$ cat src/rtl/seven_segment_capture_pkg.sv
// seven_segment_pkg: shared constants and types for the seven-segment capture
// slice.
//   - SEG_*          active-low segment patterns {g,f,e,d,c,b,a}
//   - *_STROBE       active-low digit strobes, scan order DIG1 -> DIG4
//   - CODE_*         special decoded codes (blank, invalid)
//   - state_t        frame-tracking FSM states
package seven_segment_pkg;

  localparam logic [6:0] SEG_0     = 7'b1000000;
  localparam logic [6:0] SEG_1     = 7'b1111001;
  localparam logic [6:0] SEG_2     = 7'b0100100;
  localparam logic [6:0] SEG_3     = 7'b0110000;
  localparam logic [6:0] SEG_4     = 7'b0011001;
  localparam logic [6:0] SEG_5     = 7'b0010010;
  localparam logic [6:0] SEG_6     = 7'b0000010;
  localparam logic [6:0] SEG_7     = 7'b1111000;
  localparam logic [6:0] SEG_8     = 7'b0000000;
  localparam logic [6:0] SEG_9     = 7'b0010000;
  localparam logic [6:0] SEG_BLANK = 7'b1111111;

  localparam logic [3:0] DIG1_STROBE = 4'b1110;
  localparam logic [3:0] DIG2_STROBE = 4'b1101;
  localparam logic [3:0] DIG3_STROBE = 4'b1011;
  localparam logic [3:0] DIG4_STROBE = 4'b0111;
  localparam logic [3:0] STROBE_IDLE = 4'b1111;

  localparam logic [3:0] CODE_BLANK   = 4'hF;
  localparam logic [3:0] CODE_INVALID = 4'hE;

  typedef enum logic [2:0] {
    SYNC,
    EXP1,
    EXP2,
    EXP3,
    EXP4
  } state_t;

endpackage

$ cat src/rtl/seven_segment_capture_if.sv
// seven_segment_capture_if: scan lines from a display driver plus the decoded
// frame outputs of the capture block.
//   master : display driver side (drives DISPLAY, DIGIT; observes results)
//   slave  : capture side (samples DISPLAY, DIGIT; drives dig1..dig4 and flags)
interface seven_segment_capture_if;
  logic [6:0] DISPLAY;
  logic [3:0] DIGIT;
  logic [3:0] dig1;
  logic [3:0] dig2;
  logic [3:0] dig3;
  logic [3:0] dig4;
  logic       frame_valid;
  logic       frame_done;
  logic       seg_err;
  logic       seq_err;

  modport master (
    output DISPLAY, DIGIT,
    input  dig1, dig2, dig3, dig4, frame_valid, frame_done, seg_err, seq_err
  );

  modport slave (
    input  DISPLAY, DIGIT,
    output dig1, dig2, dig3, dig4, frame_valid, frame_done, seg_err, seq_err
  );
endinterface

$ cat src/rtl/seven_segment_capture_decode.sv
// seven_segment_pattern_decode: combinational active-low segment pattern to
// 4-bit code. Digits 0..9 map to their value, all-off maps to CODE_BLANK with
// no error, anything else maps to CODE_INVALID with invalid = 1.
//   pattern in  7  active-low {g,f,e,d,c,b,a}
//   code    out 4  decoded code
//   invalid out 1  pattern is not a legal digit or blank
module seven_segment_pattern_decode
  import seven_segment_pkg::*;
(
  input  logic [6:0] pattern,
  output logic [3:0] code,
  output logic       invalid
);

  always_comb begin
    code    = CODE_INVALID;
    invalid = 1'b0;
    case (pattern)
      SEG_0:     code = 4'd0;
      SEG_1:     code = 4'd1;
      SEG_2:     code = 4'd2;
      SEG_3:     code = 4'd3;
      SEG_4:     code = 4'd4;
      SEG_5:     code = 4'd5;
      SEG_6:     code = 4'd6;
      SEG_7:     code = 4'd7;
      SEG_8:     code = 4'd8;
      SEG_9:     code = 4'd9;
      SEG_BLANK: code = CODE_BLANK;
      default:   invalid = 1'b1;
    endcase
  end

endmodule

$ cat src/rtl/seven_segment_capture.sv
// seven_segment_capture: receive-side monitor for a 4-digit multiplexed
// seven-segment display. Registers the scan lines, accepts a (DIGIT, DISPLAY)
// pair once it has been stable for STABLE_CYCLES samples, decodes it, tracks
// scan order and publishes complete in-order frames atomically.
//   clk, rst         clock, synchronous active-high reset
//   sseg.DISPLAY/DIGIT  active-low scan inputs
//   sseg.dig1..dig4     committed codes for strobes 1110/1101/1011/0111
//   sseg.frame_valid    a complete frame has been committed
//   sseg.frame_done     one-cycle pulse per frame commit
//   sseg.seg_err        one-cycle pulse for an illegal accepted pattern
//   sseg.seq_err        one-cycle pulse for out-of-order or illegal strobe
// Optional macro SEVEN_SEGMENT_CAPTURE_TIMEOUT_EN: after TIMEOUT_CYCLES idle
// cycles without an accepted digit, frame_valid drops and the FSM resyncs.
module seven_segment_capture
  import seven_segment_pkg::*;
#(
  parameter int unsigned STABLE_CYCLES  = 1,
  parameter int unsigned TIMEOUT_CYCLES = 1024
) (
  input logic                    clk,
  input logic                    rst,
  seven_segment_capture_if.slave sseg
);

  if (STABLE_CYCLES < 1 || STABLE_CYCLES > 15 || TIMEOUT_CYCLES < 1) begin : g_param_check
    $error("seven_segment_capture: parameter out of range");
  end

  logic [10:0] pair_in;
  logic [10:0] samp_q;
  logic [3:0]  cnt_q;
  logic        consumed_q;
  logic [3:0]  strobe;
  logic [6:0]  pattern;
  logic        accept;
  logic        take;
  logic        legal;
  logic [3:0]  code;
  logic        invalid;
  state_t      state_q;
  state_t      state_d;
  logic [3:0]  exp_strobe;
  logic        seq_d;
  logic        commit;
  logic        timeout;
  logic [3:0]  sh1_q, sh2_q, sh3_q;
  logic [3:0]  dig1_q, dig2_q, dig3_q, dig4_q;
  logic        frame_valid_q, frame_done_q, seg_err_q, seq_err_q;

  assign pair_in = {sseg.DIGIT, sseg.DISPLAY};
  assign strobe  = samp_q[10:7];
  assign pattern = samp_q[6:0];

  // A pair is taken exactly once: on the sample where its run length reaches
  // STABLE_CYCLES. Any change restarts the run and re-arms acceptance.
  always_ff @(posedge clk) begin
    if (rst) begin
      samp_q     <= '1;
      cnt_q      <= '0;
      consumed_q <= 1'b0;
    end else begin
      samp_q <= pair_in;
      if (pair_in != samp_q) begin
        cnt_q      <= 4'd1;
        consumed_q <= 1'b0;
      end else begin
        if (cnt_q != 4'(STABLE_CYCLES)) cnt_q <= cnt_q + 4'd1;
        if (accept) consumed_q <= 1'b1;
      end
    end
  end

  assign accept = (cnt_q == 4'(STABLE_CYCLES)) && !consumed_q;
  assign take   = accept && (strobe != STROBE_IDLE);
  assign legal  = strobe inside {DIG1_STROBE, DIG2_STROBE, DIG3_STROBE, DIG4_STROBE};

  seven_segment_pattern_decode u_decode (
    .pattern (pattern),
    .code    (code),
    .invalid (invalid)
  );

`ifdef SEVEN_SEGMENT_CAPTURE_TIMEOUT_EN
  localparam int unsigned IDLE_W = $clog2(TIMEOUT_CYCLES + 1);
  logic [IDLE_W-1:0] idle_q;

  always_ff @(posedge clk) begin
    if (rst || take) idle_q <= '0;
    else if (idle_q != IDLE_W'(TIMEOUT_CYCLES)) idle_q <= idle_q + 1'b1;
  end

  assign timeout = (idle_q == IDLE_W'(TIMEOUT_CYCLES));
`else
  assign timeout = 1'b0;
`endif

  always_ff @(posedge clk) begin
    if (rst) state_q <= SYNC;
    else     state_q <= state_d;
  end

  always_comb begin
    state_d    = state_q;
    seq_d      = 1'b0;
    commit     = 1'b0;
    exp_strobe = DIG1_STROBE;
    case (state_q)
      EXP2:    exp_strobe = DIG2_STROBE;
      EXP3:    exp_strobe = DIG3_STROBE;
      EXP4:    exp_strobe = DIG4_STROBE;
      default: exp_strobe = DIG1_STROBE;
    endcase

    if (take) begin
      if (!legal) begin
        seq_d   = 1'b1;
        state_d = SYNC;
      end else if (state_q == SYNC) begin
        if (strobe == DIG1_STROBE) state_d = EXP2;
      end else if (strobe == exp_strobe) begin
        case (state_q)
          EXP1:    state_d = EXP2;
          EXP2:    state_d = EXP3;
          EXP3:    state_d = EXP4;
          EXP4: begin
            state_d = EXP1;
            commit  = 1'b1;
          end
          default: state_d = SYNC;
        endcase
      end else begin
        // A stray first-digit strobe starts a new frame immediately.
        seq_d   = 1'b1;
        state_d = (strobe == DIG1_STROBE) ? EXP2 : SYNC;
      end
    end else if (timeout) begin
      state_d = SYNC;
    end
  end

  // Digit 4 commits straight from the decoder, so the frame appears on the
  // same edge that accepts its last digit.
  always_ff @(posedge clk) begin
    if (rst) begin
      sh1_q         <= '0;
      sh2_q         <= '0;
      sh3_q         <= '0;
      dig1_q        <= '0;
      dig2_q        <= '0;
      dig3_q        <= '0;
      dig4_q        <= '0;
      frame_valid_q <= 1'b0;
      frame_done_q  <= 1'b0;
      seg_err_q     <= 1'b0;
      seq_err_q     <= 1'b0;
    end else begin
      frame_done_q <= commit;
      seg_err_q    <= take && invalid;
      seq_err_q    <= seq_d;
      if (take) begin
        case (strobe)
          DIG1_STROBE: sh1_q <= code;
          DIG2_STROBE: sh2_q <= code;
          DIG3_STROBE: sh3_q <= code;
          default: ;
        endcase
      end
      if (commit) begin
        dig1_q        <= sh1_q;
        dig2_q        <= sh2_q;
        dig3_q        <= sh3_q;
        dig4_q        <= code;
        frame_valid_q <= 1'b1;
      end else if (timeout && !take) begin
        frame_valid_q <= 1'b0;
      end
    end
  end

  assign sseg.dig1        = dig1_q;
  assign sseg.dig2        = dig2_q;
  assign sseg.dig3        = dig3_q;
  assign sseg.dig4        = dig4_q;
  assign sseg.frame_valid = frame_valid_q;
  assign sseg.frame_done  = frame_done_q;
  assign sseg.seg_err     = seg_err_q;
  assign sseg.seq_err     = seq_err_q;

endmodule

$ cat src/flat_wrapper.sv
// flat-port wrapper written by rule: the top's interface ports become plain ports
module seven_segment_capture_flat import seven_segment_pkg::*;
#(
  parameter int unsigned STABLE_CYCLES  = 1,
  parameter int unsigned TIMEOUT_CYCLES = 1024
)
  (clk, rst, sseg_DISPLAY, sseg_DIGIT, sseg_dig1, sseg_dig2, sseg_dig3, sseg_dig4, sseg_frame_valid, sseg_frame_done, sseg_seg_err, sseg_seq_err);
  seven_segment_capture_if sseg_i ();
  input logic clk;
  input logic rst;
  input wire logic [$bits(sseg_i.DISPLAY)-1:0] sseg_DISPLAY;
  input wire logic [$bits(sseg_i.DIGIT)-1:0] sseg_DIGIT;
  output wire logic [$bits(sseg_i.dig1)-1:0] sseg_dig1;
  output wire logic [$bits(sseg_i.dig2)-1:0] sseg_dig2;
  output wire logic [$bits(sseg_i.dig3)-1:0] sseg_dig3;
  output wire logic [$bits(sseg_i.dig4)-1:0] sseg_dig4;
  output wire logic [$bits(sseg_i.frame_valid)-1:0] sseg_frame_valid;
  output wire logic [$bits(sseg_i.frame_done)-1:0] sseg_frame_done;
  output wire logic [$bits(sseg_i.seg_err)-1:0] sseg_seg_err;
  output wire logic [$bits(sseg_i.seq_err)-1:0] sseg_seq_err;
  assign sseg_i.DISPLAY = sseg_DISPLAY;
  assign sseg_i.DIGIT = sseg_DIGIT;
  assign sseg_dig1 = sseg_i.dig1;
  assign sseg_dig2 = sseg_i.dig2;
  assign sseg_dig3 = sseg_i.dig3;
  assign sseg_dig4 = sseg_i.dig4;
  assign sseg_frame_valid = sseg_i.frame_valid;
  assign sseg_frame_done = sseg_i.frame_done;
  assign sseg_seg_err = sseg_i.seg_err;
  assign sseg_seq_err = sseg_i.seq_err;
  seven_segment_capture #(.STABLE_CYCLES(STABLE_CYCLES), .TIMEOUT_CYCLES(TIMEOUT_CYCLES)) u_core (.clk(clk), .rst(rst), .sseg(sseg_i));
endmodule
$ cat config.mk
export PLATFORM = sky130hd
export DESIGN_NAME = seven_segment_capture_flat
export DESIGN_NICKNAME = d
export VERILOG_FILES = /design/src/rtl/seven_segment_capture_pkg.sv /design/src/rtl/seven_segment_capture_if.sv /design/src/rtl/seven_segment_capture_decode.sv /design/src/rtl/seven_segment_capture.sv /design/src/flat_wrapper.sv
export SDC_FILE = /design/constraint.sdc
export NUM_CORES = 1
export LEC_CHECK = 0
export ABC_AREA = 0
export ABC_CLOCK_PERIOD_IN_PS = 4700
export CORE_UTILIZATION = 59
export CTS_CLUSTER_DIAMETER = 200
export CTS_CLUSTER_SIZE = 14
export DETAILED_ROUTE_END_ITERATION = 6
export PLACE_DENSITY = 0.91
export SYNTH_ARGS = -nofsm -noshare
export SYNTH_HDL_FRONTEND = slang
export SYNTH_SLANG_ARGS = --single-unit
$ cat constraint.sdc
create_clock -name clk -period 4.7 [get_ports clk]
set_clock_uncertainty 0.2 [all_clocks]
set_input_delay 0.47 -clock clk [delete_from_list [all_inputs] [get_ports clk]]
set_output_delay 0.47 -clock clk [all_outputs]
set_load 0.1 [all_outputs]
; Word level (Yosys, flattened, before mapping)
; Cells that the tools add are included.
[word_totals]
regBits = 51
word_cells = 76
[op_classes]
n_reduce_logical = 15
mux = 19
n_eq_ne = 24
bitwise = 1
n_addsub = 1
[ops]
columns = cell, count
row1 = case mux 4 bit (11 select lines), 1
row2 = "equality test 7 bit, second input constant", 4
row3 = "equality test 7 x 5 -> 1 bit, second input constant", 3
row4 = "equality test 7 x 6 -> 1 bit, second input constant", 2
row5 = "equality test 4 bit, second input constant", 3
row6 = two-way mux 3 bit, 4
row7 = case mux 3 bit (4 select lines), 1
row8 = case mux 4 bit (3 select lines), 1
row9 = two-way mux 1 bit, 11
row10 = != test 11 bit, 1
row11 = OR reduction 11 bit, 1
row12 = AND reduction 2 bit, 4
row13 = "equality test 7 x 2 -> 1 bit, second input constant", 1
row14 = logical NOT 7 bit, 1
row15 = "equality test 3 x 2 -> 1 bit, second input constant", 2
row16 = "adder 4 x 1 -> 4 bit, second input constant", 1
row17 = "equality test 4 x 1 -> 1 bit, second input constant", 1
row18 = "equality test 4 x 3 -> 1 bit, second input constant", 1
row19 = equality test 4 bit, 1
row20 = "!= test 4 x 1 -> 1 bit, second input constant", 1
row21 = "!= test 4 bit, second input constant", 1
row22 = nonzero test 4 bit, 1
row23 = OR reduction 2 bit, 2
row24 = "equality test 3 x 1 -> 1 bit, second input constant", 1
row25 = other kinds (8), 10

; Longest topological paths before layout
; Gate-level depths: netlist of the first run.
[depth]
ltp_word = 7
ltp_mapped = 8
ltp_nobuf = 7

; By module
; A second synthesis of the first run with hierarchy kept.
[unflattened]
hier_cells = 268
area_unflattened_um2 = 2519.9
[modules_own_cells]
columns = mod, cells_each, instances, seq_area_each_um2, area_each_um2
row1 = seven_segment_capture, 231, 1, 1021.0, 2273.4
row2 = seven_segment_pattern_decode, 37, 1, 0.0, 246.5

; Least setup slack after synthesis of the first run
; Ideal clock, no wire load.
[synth_path]
path_kind = reg2reg
start = reg u_core.cnt_q[0]
end = reg u_core.sh1_q[3]
required_time_ns = 4.372
arrival_ns = 1.668
setup_time_ns = 0.128
period_less_slack_ns = 1.995
path_slack_ns = 2.705
path_stages_with_launch = 7
path_cell_list = dfxtp_1 ha_1 or4b_1 buf_2 nor2_1 mux2i_1 nor2_1
[synth_between]
elab_chain_len = 4
[synth_lines]
columns = element, line
row1 = "start, declared", seven_segment_capture.sv:31  ; logic [3:0] cnt_q;
row2 = "start signal, assigned", seven_segment_capture.sv:67  ; if (cnt_q != 4'(STABLE_CYCLES)) cnt_q <= cnt_q + 4'd1;
row3 = equality test 4 x 1 -> 1 bit, seven_segment_capture.sv:73  ; assign accept = (cnt_q == 4'(STABLE_CYCLES)) && !consumed_q;
row4 = logical AND 1 bit, seven_segment_capture.sv:73
row5 = logical AND 1 bit, seven_segment_capture.sv:74  ; assign take = accept && (strobe != STROBE_IDLE);
row6 = AND reduction 2 bit (no source line), -
row7 = "end signal, assigned", seven_segment_capture.sv:162  ; DIG1_STROBE: sh1_q <= code;
row8 = "end, declared", seven_segment_capture.sv:46  ; logic [3:0] sh1_q, sh2_q, sh3_q;
; Every way passes these cells.
; A chain may end at the register's enable or synchronous reset.

; Worst setup path after layout of the first run
[layout_path]
start = reg u_core.samp_q[9]
end = reg u_core.state_q[1]
[layout_between]
elab_chain_len = 5
word_cells_on_any_way = 14
classes_between = 7 x eq/ne / 4 x mux / 3 x reduce/logical
[layout_lines]
columns = element, line
row1 = "start, declared", seven_segment_capture.sv:30  ; logic [10:0] samp_q;
row2 = "start signal, assigned", seven_segment_capture.sv:62  ; samp_q <= pair_in;
row3 = equality test 4 bit, "seven_segment_capture.sv:75, seven_segment_capture.sv:119, seven_segment_capture.sv:134"
row4 = two-way mux 2 bit, seven_segment_capture.sv:134  ; state_d = (strobe == DIG1_STROBE) ? EXP2 : SYNC;
row5 = two-way mux 3 bit, seven_segment_capture.sv:120  ; end else if (strobe == exp_strobe) begin
row6 = two-way mux 3 bit, seven_segment_capture.sv:118  ; end else if (state_q == SYNC) begin
row7 = two-way mux 3 bit, seven_segment_capture.sv:115  ; if (!legal) begin
row8 = "end signal, assigned", seven_segment_capture.sv:99  ; else state_q <= state_d;
row9 = "end, declared", seven_segment_capture.sv:40  ; state_t state_q;
; Parallel ways exist; a longest one is shown, timed or not.

==> results.md, run 1 <==
- GRT Max-Usage Layer: met2
- CP Cell Sequence: nand2_1 -> o211ai_1 -> nand2_1 -> a221o_1
- Final Wtd Congestion: 0.885
- Critical path's top delay family: compound AO/OA/AOI/OAI gates
- ANT cells: 0
- Clock slew at reported path FFs: 0.10 ns
- Die Span Y: 68.2 µm
- Syn_area_per_cell: 8.86 µm²
- Pre-CTS setup slack: 2.09 ns
- Worst hold path endpoint: u_core.sseg.dig4[3]$_SDFFE_PP0P_
- Critical Path Stages: 4
- CP bufs+invs: 0
- Xor/xnor share of the synthesized area: 0.0508
- Hold path depth: 2
- Most common cell after layout, fill and taps aside: dfxtp_1
- Max Cap Violations: 0
- Vias in the first global route: 2,014
- Tmin final: 2.75 ns
- Placed Cells: 349
- Max FO, Critical Path: 17
- Startpoint types: flip-flop
- Min-delay src: u_core.sseg.dig4[3]$_SDFFE_PP0P_
- Hold crit path type: flip-flop to flip-flop
- Synthesized Nets: 307
- Ys flop type: dfxtp_1
- Pre-Repair DR Iteration Count: 5
- Cts hold-fix bufs: 0
- Wire length per cell: 15.6 µm
- Starting Density: 0.628
- Reg-to-reg slack, setup: 1.95 ns
- Setup tns final: 0 ns
- Largest net degree at the start of global routing: 28
- Slew margin rel.: 0.121
- P per Cell Area: 287 nW/µm²
- Sequential share of the synthesized area: 0.395
- Largest stage delay on the critical path: 1.09 ns
- Layout cells sized above 1: 0.104
- CTS Buf Count: 5
- Worst vdd ir: 216 µV
- Antenna Nets Post-Route: 0
- Most frequent cells in the layout: dfxtp_1, clkdlybuf4s50_1, nor2_1, a21oi_1, nand4_1
- Clk Latency, worst-skew pair: 0.31 ns
- M3 GR Usage: 0.0550
- Max Slew Vio Count: 0
- Synth Area in Simple Gates: 0.254
- DR vias: 2,241
- 1st-iter DRT viols: 265
- Post-DP HPWL: 3.91 mm
- Async SR Flop Fraction: 0
- Worst EP required: 4.71 ns
- Post CTS Setup Buffer Count: 0
- Area growth syn-to-layout: 13.8%
- Post-CTS Resized: 0
- CTS H-tree lvls: 2
- IO Port Bufs: 32
- Setup CP Type: flip-flop to flip-flop
- Mapped Cells: 292
- Slowest cell on crit path: o211ai_1
- Detailed-route DRC error count: 0
- Adder-cell share of the synthesized area: 0.0135
- GRT Util Overall: 0.267
- Synth Area in Compound Gates: 0.208
- Clock sinks: 51
- Die width: 68.2 µm
- Mux share of post-synthesis cell area: 0.0198
- Post-synth EDFFs: 0
- Total Wirelength: 5.55 mm
- Die area: 4650 µm²
- Fmax: 363 MHz
- Outcome: complete, no violations
- Worst EP arrival: 2.76 ns
- Crit share post-route: 0.585
- CTS Root Cell: clkbuf_8
- Clk buf depth: 2
- Initial antenna violation count: 0
- Power Total: 0.000845 W
- Fin worst setup slack: 1.95 ns
- Io pins: 33
- Synth Cell Area: 2590 µm²
- Final nets: 321
- Crit Reg-Reg Startpoint: u_core.samp_q[9]$_SDFF_PP1_
- RSZ-0062 raised after global routing: no
- Row count: 23
- Yosys cell types: 58
- R2R cell count: 4
- Final Hold Viols: 0
- TritonCTS clock tree: built
- Static Leak: 0.986 nW
- Warnings from Yosys: 0
- Grt total ovfl: 0
- Finished Layout Cells: 357
- Worst r2r dst: u_core.state_q[1]$_SDFFE_PP0P_
- Setup crit end kind: flip-flop
- Core area: 4120 µm²
- Largest family of logic cells by synthesized area: simple AND/OR/NAND/NOR gates
- Met2 Usage GRT: 0.428
- M1 GR Usage: 0.349
- Post-synthesis register bit count: 51
- Final setup vio count: 0
- First-pass GRT wire length: 9.32 mm
- CP dominant cell by count: nand2_1
- Worst-Margin Slew: 1.31 ns
- Via density: 6.28
-- cell families (layout without fill, tap and decap cells) --
logic type / after synthesis / after routing
AOI/OAI and AO/OA: 75 / 75
xor gates and xnor gates: 15 / 15
adders and majority gates: 3 / 3
buffers and inverters: 31 / 46
DFF: 51 / 51
muxes: 5 / 5
and+or+nand+nor: 112 / 112
-- worst max-delay path by stage --
stage	start	endpoint
after floorplan	u_core.cnt_q[0]$_SDFFE_PP0P_	u_core.sh1_q[3]$_SDFFE_PP0P_
after CTS	u_core.samp_q[9]$_SDFF_PP1_	u_core.state_q[1]$_SDFFE_PP0P_
after global routing	u_core.samp_q[9]$_SDFF_PP1_	u_core.state_q[1]$_SDFFE_PP0P_
after detailed placement	u_core.samp_q[9]$_SDFF_PP1_	u_core.sseg.dig4[3]$_SDFFE_PP0P_
after global placement	rst	u_core.state_q[1]$_SDFFE_PP0P_
final	u_core.samp_q[9]$_SDFF_PP1_	u_core.state_q[1]$_SDFFE_PP0P_
-- metrics by stage --
| step | cell area (µm²) | utilization | hold WS, ns |
|---|---|---|---|
| final | 2940 | 0.715 | 0.264 |
| after detailed placement | 2840 | 0.691 | 0.255 |
| after CTS | 2940 | 0.715 | 0.268 |
| after global routing | 2940 | 0.715 | 0.278 |
| after global placement | 2840 | 0.691 | 0.244 |
| after floorplan | 2590 | - | 0.246 |
-- routing by layer --
metal	vias to the layer above	share of wire
li1	1086	-
met1	1049	0.44
met2	94	0.48
met3	12	0.065
met4	0	0.015
met5	-	0
-- cell usage after synthesis, drive strengths merged (2+ instances only) --
| cell type | n | area share |
|---|---|---|
| a211oi | 12 | 0.035 |
| a21oi | 22 | 0.047 |
| a22o | 3 | 0.010 |
| a31oi | 5 | 0.012 |
| buf | 17 | 0.038 |
| clkbuf | 9 | 0.013 |
| dfxtp | 51 | 0.39 |
| ha | 2 | 0.0097 |
| inv | 5 | 0.0073 |
| mux2i | 4 | 0.015 |
| nand2 | 12 | 0.017 |
| nand2b | 4 | 0.0097 |
| nand3 | 3 | 0.0058 |
| nand3b | 2 | 0.0058 |
| nand4 | 15 | 0.036 |
| nor2 | 30 | 0.044 |
| nor2b | 2 | 0.0048 |
| nor3 | 14 | 0.033 |
| nor3b | 4 | 0.018 |
| nor4b | 2 | 0.013 |
| o211a | 2 | 0.0077 |
| o211ai | 2 | 0.0058 |
| o21a | 3 | 0.0087 |
| o21ai | 3 | 0.0058 |
| o22ai | 3 | 0.0073 |
| o31ai | 12 | 0.035 |
| or2 | 11 | 0.027 |
| or3 | 3 | 0.0092 |
| xnor2 | 12 | 0.041 |
| xor2 | 3 | 0.010 |
-- worst register-to-register path, cell delays in order, from the launching register on --
cell and delay (ns):
dfxtp_1 0.54, nand2_1 0.26, o211ai_1 1.09, nand2_1 0.21
a221o_1 0.36
-- final cells by class --
type / count / area, µm²
clock inverter: 2 / 16.3
clock buffer: 6 / 82.6
tap: 50 / 62.6
timing repair buffer: 33 / 328
fill: 316 / 1170
sequential: 51 / 1020
multi-input combinational: 210 / 1410
inverter: 5 / 18.8
-- flip-flops by register name, indices dropped and copies added, names as in the netlist, 3 cells and up --
signal,flops
u_core.sh1_q,4
u_core.sh3_q,4
u_core.cnt_q,4
u_core.sseg.dig4,4
u_core.sh2_q,4
u_core.samp_q,11
u_core.state_q,3
u_core.sseg.dig2,4
u_core.sseg.dig3,4
u_core.sseg.dig1,4
-- power by group --
| group | internal [W] | switching (W) |
|---|---|---|
| Sequential | 0.000443 | 0.0000186 |
| Combinational | 0.0000443 | 0.0000643 |
| Clock | 0.000121 | 0.000154 |
Note: power is estimated with default switching activity, not from simulation.
==> inputs of run 2 (changes only) <==
Settings changed: ABC_CLOCK_PERIOD_IN_PS 4700 to 2450, CORE_UTILIZATION 59 to 50, PLACE_DENSITY 0.91 to 0.83.
Clock period 4.7 ns to 2.45 ns, I/O delays scaled along.
==> results.md, run 2 (synthesis results as in run 1) <==
- Outcome: complete, no violations
- Wire length per cell: 14.9 µm (-4.3%)
- Worst vdd ir: 398 µV (+84%)
- # fillers: 417 (+32%)
- Static Leak: 1.09 nW (+10%)
- Final nets: 333 (+3.7%)
- Vias in the first global route: 1,995 (-0.94%)
- Sequential Area: 1020 µm² (unchanged)
- Switching Share: 0.288 (+0.00763)
- Pre-Repair DR Iteration Count: 5 (unchanged)
- Switch Pwr: 0.000469 W (+98%)
- 1st-iter DRT viols: 302 (+14%)
- Gate power share: 0.142 (+0.013)
- TritonCTS clock tree: built
- Antenna Nets Post-Route: 0 (unchanged)
- Hold Slack: 0.263 ns (-0.000521 ns)
- Initial antenna violation count: 0 (unchanged)
- DR vias: 2,268 (+1.2%)
- Multi-input gate area: 1410 µm² (unchanged)
- Worst-Margin Slew: 0.662 ns (-0.650 ns)
- Worst hold path endpoint: u_core.sseg.dig3[2]$_SDFFE_PP0P_
- Post-DP HPWL: 4.07 mm (+4.1%)
- Setup crit end kind: flip-flop
- Grt total ovfl: 0 (unchanged)
- ANT cells: 0 (unchanged)
- Post-CTS Resized: 0 (unchanged)
- Power Total: 0.00163 W (+93%)
- Starting Density: 0.533 (-0.0950)
- Slew margin rel.: 0.555 (+0.434)
- Die area: 5460 µm² (+17%)
- Clk buf depth: 2 (unchanged)
- Area growth syn-to-layout: 16.0%
- Die Span Y: 73.9 µm (+8.4%)
- Detailed-route DRC error count: 0 (unchanged)
- Startpoint types: flip-flop
- Most common cell after layout, fill and taps aside: dfxtp_1
- Fmax: 448 MHz (+23%)
- RSZ-0062 raised after global routing: no
- Clock sinks: 51 (unchanged)
- Cts hold-fix bufs: 0 (unchanged)
- Largest net degree at the start of global routing: 25 (-11%)
- Row count: 25 (+8.7%)
- Tmin final: 2.23 ns (-0.520 ns)
- Largest reg by FF count: u_core.samp_q
- Final Hold Viols: 0 (unchanged)
- Finished Layout Cells: 386 (+8.1%)
- Most frequent cells in the layout: dfxtp_1, buf_4, nor2_1, a21oi_1, nand4_1
- Final Wtd Congestion: 0.860 (-2.9%)
- Max reg flops: 11 (unchanged)
- Core area: 4850 µm² (+18%)
- Crit Reg-Reg Startpoint: u_core.samp_q[8]$_SDFF_PP1_
- Worst EP arrival: 2.26 ns (-0.50 ns)
- Worst r2r dst: u_core.sseg.dig4[1]$_SDFFE_PP0P_
- Clock slew at reported path FFs: 0.10 ns (about the same)
- Total Wirelength: 5.75 mm (+3.5%)
- Clk Latency, worst-skew pair: 0.31 ns (about the same)
- CTS Buf Count: 5 (unchanged)
- Crit share post-route: 0.911 (+0.325)
- IO Port Bufs: 32 (unchanged)
- Final setup vio count: 0 (unchanged)
- First-pass GRT wire length: 9.65 mm (+3.5%)
- Pre-CTS setup slack: 0.279 ns (-1.81 ns)
- Reg power frac: 0.541 (-0.005)
- Via density: 5.88 (-6.4%)
- Internal: 0.00116 W (+91%)
- Reg-to-reg slack, setup: 0.22 ns (-1.73 ns)
- R2R cell count: 5 (+1)
- Io pins: 33 (unchanged)
- GRT Util Overall: 0.232 (-0.0351)
- Fin worst setup slack: 0.219 ns (-1.73 ns)
- Hold path depth: 2 (unchanged)
- Setup tns final: 0 ns (unchanged)
- Max FO, Critical Path: 15 (-2)
- CTS H-tree lvls: 2 (unchanged)
- Layout cells sized above 1: 0.201 (+0.0964)
- Worst EP required: 2.48 ns (-2.23 ns)
- Post CTS Setup Buffer Count: 0 (unchanged)
- P per Cell Area: 542 nW/µm² (+89%)
- Clock power share: 0.316 (-0.009)
- Max Slew Vio Count: 0 (unchanged)
- Hold crit path type: flip-flop to flip-flop
- Die width: 73.9 µm (+8.4%)
- Max Cap Violations: 0 (unchanged)
- Setup CP Type: flip-flop to flip-flop
- Min-delay src: u_core.sh3_q[2]$_SDFFE_PP0P_
- CTS Root Cell: clkbuf_8
- Placed Cells: 378 (+8.3%)
[run 2: worst max-delay path, stage by stage (launching register included)]
cell,delay [ns]
dfxtp_1,0.64
nand2_1,0.10
o22ai_1,0.32
o211a_1,0.49
a31oi_1,0.16
a211oi_1,0.24
[run 2: metal layers]
layer,vias to the layer above,share of wire,track usage
li1,1115,-,-
met1,1057,0.46,0.316
met2,85,0.47,0.362
met3,11,0.050,0.0439
met4,0,0.019,0.0919
met5,-,0,0
[run 2: how the worst max path moves through the flow]
| stage | from | end |
|---|---|---|
| 2_1_floorplan | u_core.cnt_q[0]$_SDFFE_PP0P_ | u_core.sh1_q[3]$_SDFFE_PP0P_ |
| 5_1_grt | u_core.samp_q[8]$_SDFF_PP1_ | u_core.sseg.dig4[1]$_SDFFE_PP0P_ |
| 3_5_place_dp | u_core.cnt_q[0]$_SDFFE_PP0P_ | u_core.sh1_q[3]$_SDFFE_PP0P_ |
| 6_report | u_core.samp_q[8]$_SDFF_PP1_ | u_core.sseg.dig4[1]$_SDFFE_PP0P_ |
| 4_1_cts | u_core.cnt_q[0]$_SDFFE_PP0P_ | u_core.sh1_q[3]$_SDFFE_PP0P_ |
| 3_3_place_gp | u_core.cnt_q[0]$_SDFFE_PP0P_ | u_core.state_q[2]$_SDFFE_PP0P_ |
[run 2: layout make-up]
cell class              instances  share of cell area
inverters                       5             0.00626
clock buffers                   5              0.0229
multi-input cells             210               0.471
flip-flops and latches         51               0.340
clock inverters                 3             0.00876
well taps                      67              0.0279
repair buffers                 45               0.123
[run 2: stage by stage]
stage	utilization	area, µm²
after CTS	0.619	3000
after floorplan	-	2590
after global routing	0.619	3000
after global placement	0.599	2910
after detailed placement	0.599	2910
final	0.619	3000
[run 2: power by group through the flow]
stage	clock network [W]	logic, W	registers [W]
floorplan	0	0.000170	0.000891
global placement	0	0.000223	0.000897
detailed placement	0	0.000226	0.000899
CTS	0.000535	0.000228	0.000880
global route	0.000561	0.000251	0.000885
finish	0.000515	0.000231	0.000881
